## config.mk

```make
export PLATFORM = sky130hd
export DESIGN_NAME = axi4_lite_reg_slave_flat
export DESIGN_NICKNAME = d
export VERILOG_FILES = /design/src/rtl/axi4_lite_reg_pkg.sv /design/src/rtl/axi4_lite_if.sv /design/src/rtl/axi4_lite_reg_wr_ctrl.sv /design/src/rtl/axi4_lite_reg_slave.sv /design/src/flat_wrapper.sv
export SDC_FILE = /design/constraint.sdc
export NUM_CORES = 1
export LEC_CHECK = 0
export BUFFER_PORTS_ARGS = -buffer_cell sky130_fd_sc_hd__buf_2
export CAP_MARGIN = 25
export CORE_AREA = 2 2 311 313
export DETAILED_ROUTE_END_ITERATION = 10
export DIE_AREA = 0 0 313 315
export HOLD_SLACK_MARGIN = 0.06
export SETUP_SLACK_MARGIN = 0.05
export SLEW_MARGIN = 0
export SYNTH_ARGS = -nofsm -noshare
export SYNTH_HDL_FRONTEND = slang
export SYNTH_SLANG_ARGS = --single-unit
```

## constraint.sdc

```tcl
create_clock -name aclk -period 2.7 [get_ports aclk]
set_input_delay 0.135 -clock aclk [delete_from_list [all_inputs] [get_ports aclk]]
set_output_delay 0.135 -clock aclk [all_outputs]
set_load 0.02 [all_outputs]
```

## src/rtl/axi4_lite_reg_pkg.sv

```systemverilog
// axi4_lite_reg_pkg: shared FSM state types, response codes and byte-lane merge for the AXI4-Lite register slave
package axi4_lite_reg_pkg;
    typedef enum logic {W_IDLE, W_RESP} wr_state_t;
    typedef enum logic {R_IDLE, R_RESP} rd_state_t;
    localparam logic [1:0] RESP_OKAY   = 2'b00;
    localparam logic [1:0] RESP_SLVERR = 2'b10;
    // Works on up to 64-bit words; callers zero-extend and truncate to their own width
    function automatic logic [63:0] strb_merge(input logic [63:0] old_v, input logic [63:0] new_v, input logic [7:0] strb);
        logic [63:0] res;
        for (int b = 0; b < 8; b++) res[8*b +: 8] = strb[b] ? new_v[8*b +: 8] : old_v[8*b +: 8];
        return res;
    endfunction
endpackage

```

## src/rtl/axi4_lite_if.sv

```systemverilog
// axi4_lite_if: AXI4-Lite channel bundle with responder (s) and requester (m) views
interface axi4_lite_if #(parameter int DW = 32, parameter int AW = 32);
    logic          awvalid, awready;
    logic [AW-1:0] awaddr;
    logic          wvalid, wready;
    logic [DW-1:0] wdata;
    logic [DW/8-1:0] wstrb;
    logic          bvalid, bready;
    logic [1:0]    bresp;
    logic          arvalid, arready;
    logic [AW-1:0] araddr;
    logic          rvalid, rready;
    logic [DW-1:0] rdata;
    logic [1:0]    rresp;
    modport s (
        input  awvalid, awaddr, wvalid, wdata, wstrb, bready, arvalid, araddr, rready,
        output awready, wready, bvalid, bresp, arready, rvalid, rdata, rresp
    );
    modport m (
        output awvalid, awaddr, wvalid, wdata, wstrb, bready, arvalid, araddr, rready,
        input  awready, wready, bvalid, bresp, arready, rvalid, rdata, rresp
    );
endinterface

```

## src/rtl/axi4_lite_reg_wr_ctrl.sv

```systemverilog
// axi4_lite_reg_wr_ctrl: AW/W capture in either order and B response FSM; emits a commit strobe with idx/data/strb
// AXI4_LITE_REG_SLAVE_ERR_EN: writes to RO or out-of-range indices answer SLVERR
module axi4_lite_reg_wr_ctrl
    import axi4_lite_reg_pkg::*;
#(
    parameter int NREGS = 16,
    parameter int DW    = 32,
    parameter int IDXW  = 5
) (
    input  logic            aclk,
    input  logic            aresetn,
    input  logic            awvalid,
    output logic            awready,
    input  logic [IDXW-1:0] aw_idx,
    input  logic            wvalid,
    output logic            wready,
    input  logic [DW-1:0]   wdata,
    input  logic [DW/8-1:0] wstrb,
    output logic            bvalid,
    input  logic            bready,
    output logic [1:0]      bresp,
    output logic            commit,
    output logic [IDXW-1:0] idx,
    output logic [DW-1:0]   data,
    output logic [DW/8-1:0] strb
);
    wr_state_t state, state_n;
    logic rdy, aw_held, w_held, aw_hs, w_hs;
    logic [IDXW-1:0] idx_q;
    logic [DW-1:0] data_q;
    logic [DW/8-1:0] strb_q;
    logic [1:0] resp_n;
    always_comb begin
        awready = rdy && state == W_IDLE && !aw_held;
        wready  = rdy && state == W_IDLE && !w_held;
        aw_hs   = awvalid && awready;
        w_hs    = wvalid && wready;
        commit  = state == W_IDLE && (aw_held || aw_hs) && (w_held || w_hs);
        idx     = aw_held ? idx_q : aw_idx;
        data    = w_held ? data_q : wdata;
        strb    = w_held ? strb_q : wstrb;
        bvalid  = state == W_RESP;
        resp_n  = RESP_OKAY;
`ifdef AXI4_LITE_REG_SLAVE_ERR_EN
        resp_n  = 32'(idx) >= NREGS ? RESP_SLVERR : RESP_OKAY;
`endif
        state_n = commit ? W_RESP : (state == W_RESP && bready) ? W_IDLE : state;
    end
    always_ff @(posedge aclk or negedge aresetn) begin
        if (!aresetn) begin
            state   <= W_IDLE;
            rdy     <= 1'b0;
            aw_held <= 1'b0;
            w_held  <= 1'b0;
            idx_q   <= '0;
            data_q  <= '0;
            strb_q  <= '0;
            bresp   <= RESP_OKAY;
        end else begin
            state   <= state_n;
            rdy     <= 1'b1;
            aw_held <= !commit && (aw_held || aw_hs);
            w_held  <= !commit && (w_held || w_hs);
            if (aw_hs) idx_q <= aw_idx;
            if (w_hs) begin
                data_q <= wdata;
                strb_q <= wstrb;
            end
            if (commit) bresp <= resp_n;
        end
    end
endmodule

```

## src/rtl/axi4_lite_reg_slave.sv

```systemverilog
// axi4_lite_reg_slave: AXI4-Lite responder exposing NREGS RW control and NRO RO status registers
// AXI4_LITE_REG_SLAVE_ERR_EN: out-of-range accesses and RO writes answer SLVERR instead of OKAY
module axi4_lite_reg_slave
    import axi4_lite_reg_pkg::*;
#(
    parameter int NREGS = 16,
    parameter int NRO   = 4,
    parameter int DW    = 32,
    parameter int AW    = 32
) (
    input  logic                      aclk,
    input  logic                      aresetn,
    axi4_lite_if.s                    axi,
    output logic [NREGS-1:0][DW-1:0]  ctrl_o,
    output logic [NREGS-1:0]          ctrl_wr_o,
    input  logic [NRO-1:0][DW-1:0]    stat_i,
    output logic [NRO-1:0]            stat_rd_o
);
    localparam int LSB  = $clog2(DW/8);
    localparam int IDXW = $clog2(NREGS + NRO);
    rd_state_t rstate, rstate_n;
    logic rdy, ar_hs, commit, unused_addr;
    logic [AW-1:0] awaddr, araddr;
    logic [IDXW-1:0] ridx, wr_idx;
    logic [DW-1:0] rd_val, rdata, wr_data;
    logic [DW/8-1:0] wr_strb;
    logic [1:0] rd_resp, rresp;
    assign awaddr      = axi.awaddr;
    assign araddr      = axi.araddr;
    assign unused_addr = ^{awaddr, araddr};
    assign ridx        = araddr[LSB +: IDXW];
    assign axi.arready = rdy && rstate == R_IDLE;
    assign ar_hs       = axi.arvalid && axi.arready;
    assign axi.rvalid  = rstate == R_RESP;
    assign axi.rdata   = rdata;
    assign axi.rresp   = rresp;
    axi4_lite_reg_wr_ctrl #(.NREGS(NREGS), .DW(DW), .IDXW(IDXW)) u_wr (
        .aclk    (aclk),
        .aresetn (aresetn),
        .awvalid (axi.awvalid),
        .awready (axi.awready),
        .aw_idx  (awaddr[LSB +: IDXW]),
        .wvalid  (axi.wvalid),
        .wready  (axi.wready),
        .wdata   (axi.wdata),
        .wstrb   (axi.wstrb),
        .bvalid  (axi.bvalid),
        .bready  (axi.bready),
        .bresp   (axi.bresp),
        .commit  (commit),
        .idx     (wr_idx),
        .data    (wr_data),
        .strb    (wr_strb)
    );
    // Unmatched indices fall through to zero, which covers out-of-range reads
    always_comb begin
        rd_val    = '0;
        ctrl_wr_o = '0;
        stat_rd_o = '0;
        for (int i = 0; i < NREGS; i++) begin
            rd_val       = ridx == IDXW'(i) ? ctrl_o[i] : rd_val;
            ctrl_wr_o[i] = commit && wr_idx == IDXW'(i);
        end
        for (int j = 0; j < NRO; j++) begin
            rd_val       = ridx == IDXW'(NREGS + j) ? stat_i[j] : rd_val;
            stat_rd_o[j] = ar_hs && ridx == IDXW'(NREGS + j);
        end
        rd_resp = RESP_OKAY;
`ifdef AXI4_LITE_REG_SLAVE_ERR_EN
        rd_resp = 32'(ridx) >= NREGS + NRO ? RESP_SLVERR : RESP_OKAY;
`endif
        rstate_n = ar_hs ? R_RESP : (rstate == R_RESP && axi.rready) ? R_IDLE : rstate;
    end
    always_ff @(posedge aclk or negedge aresetn) begin
        if (!aresetn) begin
            rdy    <= 1'b0;
            rstate <= R_IDLE;
            rdata  <= '0;
            rresp  <= RESP_OKAY;
            ctrl_o <= '0;
        end else begin
            rdy    <= 1'b1;
            rstate <= rstate_n;
            if (ar_hs) begin
                rdata <= rd_val;
                rresp <= rd_resp;
            end
            for (int i = 0; i < NREGS; i++)
                if (commit && wr_idx == IDXW'(i))
                    ctrl_o[i] <= DW'(strb_merge(64'(ctrl_o[i]), 64'(wr_data), 8'(wr_strb)));
        end
    end
endmodule

```

## src/flat_wrapper.sv

```systemverilog
// flat-port wrapper written by rule: the top's interface ports become plain ports
module axi4_lite_reg_slave_flat import axi4_lite_reg_pkg::*;
#(
    parameter int NREGS = 16,
    parameter int NRO   = 4,
    parameter int DW    = 32,
    parameter int AW    = 32
)
  (aclk, aresetn, ctrl_o, ctrl_wr_o, stat_i, stat_rd_o, axi_awvalid, axi_awaddr, axi_wvalid, axi_wdata, axi_wstrb, axi_bready, axi_arvalid, axi_araddr, axi_rready, axi_awready, axi_wready, axi_bvalid, axi_bresp, axi_arready, axi_rvalid, axi_rdata, axi_rresp);
  axi4_lite_if #(.DW(DW), .AW(AW)) axi_i ();
  input  logic aclk;
  input  logic aresetn;
  output logic [NREGS-1:0][DW-1:0] ctrl_o;
  output logic [NREGS-1:0] ctrl_wr_o;
  input  logic [NRO-1:0][DW-1:0] stat_i;
  output logic [NRO-1:0] stat_rd_o;
  input wire logic [$bits(axi_i.awvalid)-1:0] axi_awvalid;
  input wire logic [$bits(axi_i.awaddr)-1:0] axi_awaddr;
  input wire logic [$bits(axi_i.wvalid)-1:0] axi_wvalid;
  input wire logic [$bits(axi_i.wdata)-1:0] axi_wdata;
  input wire logic [$bits(axi_i.wstrb)-1:0] axi_wstrb;
  input wire logic [$bits(axi_i.bready)-1:0] axi_bready;
  input wire logic [$bits(axi_i.arvalid)-1:0] axi_arvalid;
  input wire logic [$bits(axi_i.araddr)-1:0] axi_araddr;
  input wire logic [$bits(axi_i.rready)-1:0] axi_rready;
  output wire logic [$bits(axi_i.awready)-1:0] axi_awready;
  output wire logic [$bits(axi_i.wready)-1:0] axi_wready;
  output wire logic [$bits(axi_i.bvalid)-1:0] axi_bvalid;
  output wire logic [$bits(axi_i.bresp)-1:0] axi_bresp;
  output wire logic [$bits(axi_i.arready)-1:0] axi_arready;
  output wire logic [$bits(axi_i.rvalid)-1:0] axi_rvalid;
  output wire logic [$bits(axi_i.rdata)-1:0] axi_rdata;
  output wire logic [$bits(axi_i.rresp)-1:0] axi_rresp;
  assign axi_i.awvalid = axi_awvalid;
  assign axi_i.awaddr = axi_awaddr;
  assign axi_i.wvalid = axi_wvalid;
  assign axi_i.wdata = axi_wdata;
  assign axi_i.wstrb = axi_wstrb;
  assign axi_i.bready = axi_bready;
  assign axi_i.arvalid = axi_arvalid;
  assign axi_i.araddr = axi_araddr;
  assign axi_i.rready = axi_rready;
  assign axi_awready = axi_i.awready;
  assign axi_wready = axi_i.wready;
  assign axi_bvalid = axi_i.bvalid;
  assign axi_bresp = axi_i.bresp;
  assign axi_arready = axi_i.arready;
  assign axi_rvalid = axi_i.rvalid;
  assign axi_rdata = axi_i.rdata;
  assign axi_rresp = axi_i.rresp;
  axi4_lite_reg_slave #(.NREGS(NREGS), .NRO(NRO), .DW(DW), .AW(AW)) u_core (.aclk(aclk), .aresetn(aresetn), .axi(axi_i), .ctrl_o(ctrl_o), .ctrl_wr_o(ctrl_wr_o), .stat_i(stat_i), .stat_rd_o(stat_rd_o));
endmodule
```

==> results of run 1 <==
-- layout by cell type, fill, tap and decap left out, types with 9 or more instances in the layout --
master         synthesis  final
nand3b_1              39     39
mux2_2                50     50
a211oi_1              43     43
a31oi_1                9      9
o22ai_1               66     66
o22a_1                18     18
mux2i_1               68     68
nor2b_1               22     19
nand2_1              609    609
buf_2                 86    745
a22o_1                15     15
nor2_1               122    119
clkbuf_1             153     14
o21ai_1               17     17
dlygate4sd3_1          0    125
inv_1                 12     11
a22oi_1               64     64
buf_4                  7    262
nand2b_1              12     12
buf_12                 0     36
o2bb2ai_1             20     20
clkbuf_16              0     75
nand4_1               15     15
dfrtp_1              590    589
o221ai_1              12     12
and2_1                21     19
and3_1                26     26
nand3_1               87     87
nor3_1                20     18
clkbuf_8               0     10
o21ai_0              609    609
a21oi_1              164    163
clkinv_2               0      9
-- what timing repair did --
| item | in CTS | in global routing |
|---|---|---|
| setup buffers | 4 | 8 |
| hold buffers | 125 | 0 |
| pin swaps | 1 | 0 |
| cloned | 0 | 1 |
| endpoints found under the hold margin | 494 | 0 |
| resized for setup | 6 | 5 |
| setup endpoints to repair | 16 | 17 |
-- power by group --
group	switching [mW]	internal, mW	total [mW]
logic	9.96	4.39	14.4
clock network	4.04	5.77	9.81
registers	3.18	11.8	15.0
-- synthesized netlist by cell type (22+ instances only) --
master	count
nand2_1	609
o21ai_0	609
dfrtp_1	590
a21oi_1	164
clkbuf_1	153
nor2_1	122
nand3_1	87
buf_2	86
mux2i_1	68
o22ai_1	66
a22oi_1	64
mux2_2	50
a211oi_1	43
nand3b_1	39
and3_1	26
nor2b_1	22
-- routing by layer --
layer | track usage (%) | wire (um) | share of wire, %
met1 | 40.4 | 63500 | 38
met2 | 52.4 | 76600 | 46
met3 | 8.28 | 15900 | 9.6
met4 | 17.4 | 10100 | 6.1
met5 | 0 | 43 | 0.026
-- state kept, by name, summed over array words and instances (netlist names) --
signal               cells
u_core.ctrl_o          512
u_core.axi.rdata        32
u_core.u_wr.data_q      32
u_core.u_wr.idx_q        5
u_core.u_wr.strb_q       4
u_core.axi.rvalid        1
u_core.rdy               1
u_core.u_wr.aw_held      1
u_core.u_wr.bvalid       1
u_core.u_wr.w_held       1
-- final timing paths --
| kind | endpoint | from | slack [ns] |
|---|---|---|---|
| min reg2reg | u_core.ctrl_o[402]$_DFFE_PN0P_ | u_core.ctrl_o[402]$_DFFE_PN0P_ | 0.50 |
| min | u_core.ctrl_o[443]$_DFFE_PN0P_ | aresetn | 0.09 |
| max in group asynchronous | u_core.ctrl_o[339]$_DFFE_PN0P_ | aresetn | 1.58 |
| min in group aclk | u_core.u_wr.data_q[3]$_DFFE_PN0P_ | axi_wvalid | 0.10 |
| max reg2reg | u_core.axi.rdata[25]$_DFFE_PN0P_ | u_core.rdy$_DFF_PN0_ | 0.18 |
| max | ctrl_wr_o[3] | u_core.u_wr.aw_held$_DFF_PN0_ | 0.11 |
-- layout make-up --
type / count / share of cell area, %
timing repair buffer: 1175 / 20.0
clock buffer: 98 / 5.26
clock inverter: 24 / 0.732
antenna: 7 / 0.0452
inverter: 13 / 0.126
sequential: 590 / 38.1
multi-input combinational: 2242 / 31.6
tap: 1276 / 4.12
-- through the flow --
step	setup TNS [ns]	hold WS [ns]	cell area (sq um)	util, %	worst slack (ns)
3_3_place_gp	-0.181	0.131	35000	36.6	-0.0842
5_1_grt	0	0.112	38800	40.5	0.0520
4_1_cts	0	0.0602	38700	40.4	0.0358
3_5_place_dp	-0.181	0.126	35000	36.6	-0.0706
2_1_floorplan	0	-0.161	28100	-	0.489
6_report	0	0.0880	38800	40.5	0.111
-- cell families (layout without fill, tap and decap cells) --
family,count (synthesis),after routing
flip-flops,590,590
AO/OA/AOI/OAI,1097,1097
other,2,12
AND/OR/NAND/NOR,1021,1021
buffers and inverters,269,1310
multiplexers,119,119
-- worst max-delay path: cells and delay by family, from the launching register on --
kind	cells	cell delay [ns]
AO/OA/AOI/OAI	1	0.31
buffers and inverters	3	0.63
flip-flops	1	0.39
AND/OR/NAND/NOR	2	0.48
==> flow_summary.toml, run 1 <==
[synth]
yosys_warnings = 0
synth_edf_count = 0
synth_top_family_by_area = "compound AO/OA/AOI/OAI gates"
synth_seq_area_share_pct = 52.5
ys_ff_latch = 590
synth_top_area_cell = "dfrtp_1"
synthAdderAreaFrac_pct = 0
synthFlopType = "dfrtp_1"
muxShareOfSynthArea_pct = 4.51
ys_types = 72
syn_area_per_cell_sq_um = 9.07
synth-xor-area-share_pct = 0
synth_top_area_share_pct = 52.5
synth-simple-area-share_pct = 16.4
synth_area_leaders = "dfrtp_1 53%, o21ai_0 11%, nand2_1 8.1%, a21oi_1 2.9%, mux2i_1 2.4%"
async_reset_ff_share_pct = 100
synth_area_sq_um = 28100
synth_compound_gate_area_share_pct = 22.5
synth_cells = 3098

[layout]
multiInputGateArea_sq_um = 12300
fillers = 9755
fin_cells = 5425
ff_latch_area_sq_um = 14800
finalNetCount = 4327
drive_gt1_share_pct = 30.1
area_growth_pct = 38.1

[die]
dieArea_sq_um = 98600
die_w_um = 313
core_sq_um = 95700
die_h_um = 315
num_rows = 114
io_pins = 808
start_util_pct = 29.4

[worst_setup_path]
path_max_fanout = 15
path_class = "flop to output pin"
crit_path_cell_trace = "buf_4 > o32ai_2 > nor2b_2 > buf_8 > and2_1 > buf_2"
cpPeakStageDelay_ns = 0.39
cp.required_ns = 2.57
worstSetupStartpointType = "flop"
cp-end-kind = "output pin"
cpMaxStageDelayCell = "dfrtp_1"
reg2reg_depth = 10
cp.arrival_ns = 2.45

[sta]
final_hold_viol_count = 0
setup_viol = 0
period_minus_slack_ns = 2.59
post-route-period-util_pct = 95.9
grt_setup_unrepaired = "yes"
fmax_ghz = 0.386
relSlewSlack_pct = 39.4
drv_slew = 0
tightest_slew_ns = 0.907
skew_ns = 0.0338

[drt]
detail-route-antenna-nets = 0
wire_per_inst_um = 30.6
drtIter0Drc = 3584
totalWireLength_um = 166000
via_per_inst = 5.51
num_vias = 29906
drc = 0
drtPass1Iterations = 6

[clocking]
cts_tree = "yes"
worstSkewPairLatency_ns = 0.63
clk_path_buf_depth = 3
root_buffer = "clkbuf_16"
clk_pin_slew_ns = 0.06
h-tree-depth = 3
numCtsBuffers = 70
cts.sinks = 590

[min_path]
hold_path_class = "primary input to async pin"

[global_routing]
grt_antenna_before_repair = 13
grt_pass1_wl_um = 226000
grt_pass1_vias = 28288
grt_max_degree = 103
overflow = 0
grt_usage_pct = 32.7

[flow_run]
cap_violations = 0

[power_and_ir_drop]
power.leakage_nw = 18.8
power.total_mw = 39.1
power_density_nw_per_um2 = 1010
ir_worst_vdd_uv = 471

[place]
gp_congestion = 0.970
placed_cells = 5158
dpl.hpwl_um = 130000
io_buffers = 749

[outcome]
status = "finished clean"
(Power assumes the default switching activity.)
==> run 2, diff against run 1 <==
- CORE_AREA: 2 2 311 313 -> 8 8 308 310
- DIE_AREA: 0 0 313 315 -> 0 0 316 318
==> run 2 against run 1 <==
  * Clock skew grew 0.0055 ns
  * Largest power group unchanged
  * Critical endpoint is now ctrl_wr_o[11]
  * Clock power shrank 2%
  * Routed wire length grew 1.2%
  * Critical path type unchanged
  * Utilization grew 2.3 points
  * Via count grew 0.22%
==> flow_summary.toml, run 2 (synthesis gave the netlist of run 1 again) <==
[worst_setup_path]
cpPeakStageDelay_ns = 0.49
worstSetupStartpointType = "flop"
cp.required_ns = 2.57
cp-end-kind = "output pin"
cp.arrival_ns = 2.49
path_class = "flop to output pin"
cpMaxStageDelayCell = "or3_4"
crit_path_cell_trace = "a21oi_1 > or3_4 > nor2_2 > buf_4 > and2_1 > buf_2"
path_max_fanout = 15

[die]
num_rows = 110
start_util_pct = 31.4
dieArea_sq_um = 100000
io_pins = 808
die_w_um = 316
die_h_um = 318
core_sq_um = 89600

[global_routing]
grt_antenna_before_repair = 14
grt_pass1_wl_um = 231000
grt_pass1_vias = 28935
overflow = 0
grt_usage_pct = 32.2
grt_max_degree = 84

[power_and_ir_drop]
p_clk_share_pct = 24.8
power.total_mw = 39.0
power_frac_comb_pct = 37.3
p_sw_share_pct = 44.2
power_density_nw_per_um2 = 1020
power.net_switching_mw = 17.2
seq_power_share_pct = 38.0
ir_worst_vdd_uv = 536
p_int_mw = 21.8
power.leakage_nw = 18.6

[layout]
largest_register = "u_core.ctrl_o"
fillers = 8977
most-common-layout-cells = "743 x buf_2, 609 x nand2_1, 609 x o21ai_0"
ff_latch_area_sq_um = 14800
drive_gt1_share_pct = 29.5
final_common_cell = "buf_2"
largest_registers = "u_core.ctrl_o x512, u_core.axi.rdata x32, u_core.u_wr.data_q x32"
area_growth_pct = 36.7
final_core_util_pct = 42.9
largest_reg_flops = 512
finalNetCount = 4306
multiInputGateArea_sq_um = 12300

[place]
gp_congestion = 0.970
io_buffers = 749
dpl.hpwl_um = 132000

[clocking]
numCtsBuffers = 71
clk_pin_slew_ns = 0.06
clk_path_buf_depth = 3
cts.sinks = 590
root_buffer = "clkbuf_16"
cts_tree = "yes"
h-tree-depth = 3
worstSkewPairLatency_ns = 0.64

[flow_run]
cap_violations = 0

[outcome]
status = "finished clean"

[sta]
setup_viol = 0
worst_hold_slack_ns = 0.121
post-route-period-util_pct = 97.2
fmax_ghz = 0.381
drv_slew = 0
final_hold_viol_count = 0
tightest_slew_ns = 0.959
relSlewSlack_pct = 35.4
period_minus_slack_ns = 2.62
grt_setup_unrepaired = "yes"
skew_ns = 0.0393

[drt]
num_vias = 29972
wire_per_inst_um = 31.7
detail-route-antenna-nets = 0
via_per_inst = 5.65
drtIter0Drc = 3598
drc = 0
totalWireLength_um = 168000
drtPass1Iterations = 6

[min_path]
hold_path_class = "primary input to flop"
-- run 2: cell count changes in the layout (fill, tap and decap cells not counted), moves of 3 or more --
cell           delta
buf_4            -19
diode_2           +3
dlygate4sd3_1     +5
clkbuf_1          +3
buf_12            -4
-- run 2: routing by layer --
| layer | vias up | part of all wire (%) | track usage (%) |
|---|---|---|---|
| li1 | 13010 | - | - |
| met1 | 14768 | 37 | 38.2 |
| met2 | 1787 | 46 | 52.2 |
| met3 | 391 | 11 | 10.2 |
| met4 | 16 | 6.0 | 16.4 |
| met5 | - | 0.061 | 0 |
-- run 2: path summary, 6_finish.rpt --
path                       depth (start not counted)                      startpoint                                to  slack, ns
setup / recovery                                   6            u_core.rdy$_DFF_PN0_                     ctrl_wr_o[11]       0.08
hold / removal                                     5                       stat_i[7]   u_core.axi.rdata[7]$_DFFE_PN0P_       0.12
setup reg to reg                                   8   u_core.axi.rvalid$_DFFE_PN0P_  u_core.axi.rdata[12]$_DFFE_PN0P_       0.14
hold reg to reg                                    2  u_core.ctrl_o[281]$_DFFE_PN0P_    u_core.ctrl_o[281]$_DFFE_PN0P_       0.50
max in group asynchronous                          5                         aresetn    u_core.ctrl_o[129]$_DFFE_PN0P_       1.08
min in group asynchronous                          3                         aresetn    u_core.ctrl_o[449]$_DFFE_PN0P_       0.61
-- run 2: power by group through the flow --
stage / combinational [mW] / sequential (mW) / clock [mW]
floorplan: 3.88 / 17.1 / 0
global placement: 14.1 / 14.7 / 0
detailed placement: 14.3 / 14.8 / 0
CTS: 14.6 / 14.7 / 9.71
global route: 15.4 / 15.1 / 10.1
finish: 14.5 / 14.8 / 9.65
-- run 2: cell type report --
class | instances | share of cell area [%]
diodes | 10 | 0.0652
clock buffers | 103 | 5.42
clock inverters | 20 | 0.525
inverters | 13 | 0.127
multi-input cells | 2242 | 31.9
flip-flops and latches | 590 | 38.4
well taps | 1176 | 3.83
repair buffers | 1153 | 19.6
-- run 2: through the flow --
| stage | TNS (ns) | worst slack, ns | instances | cell area, sq um |
|---|---|---|---|---|
| finish | 0 | 0.0767 | 5307 | 38400 |
| global route | 0 | 0.0269 | 5299 | 38400 |
| CTS | 0 | 0.0527 | 5296 | 38400 |
| detailed placement | -0.111 | -0.0365 | 5041 | 34700 |
| global placement | -0.125 | -0.0629 | 5041 | 34700 |
| floorplan | 0 | 0.489 | 3101 | 28100 |
-- run 2: repair_timing --
action | 4_1_cts | 5_1_grt
hold endpoints to repair | 591 | 0
hold buffers | 130 | 0
gates resized for setup | 5 | 6
setup endpoints to repair | 18 | 12
buffers inserted | 2 | 1
-- run 2: worst max-delay path, delay by kind of cell, from the launching register on --
kind | cells | cell delay [ns]
compound gates | 1 | 0.08
buf+inv | 2 | 0.45
flops | 1 | 0.44
simple gates | 3 | 0.86
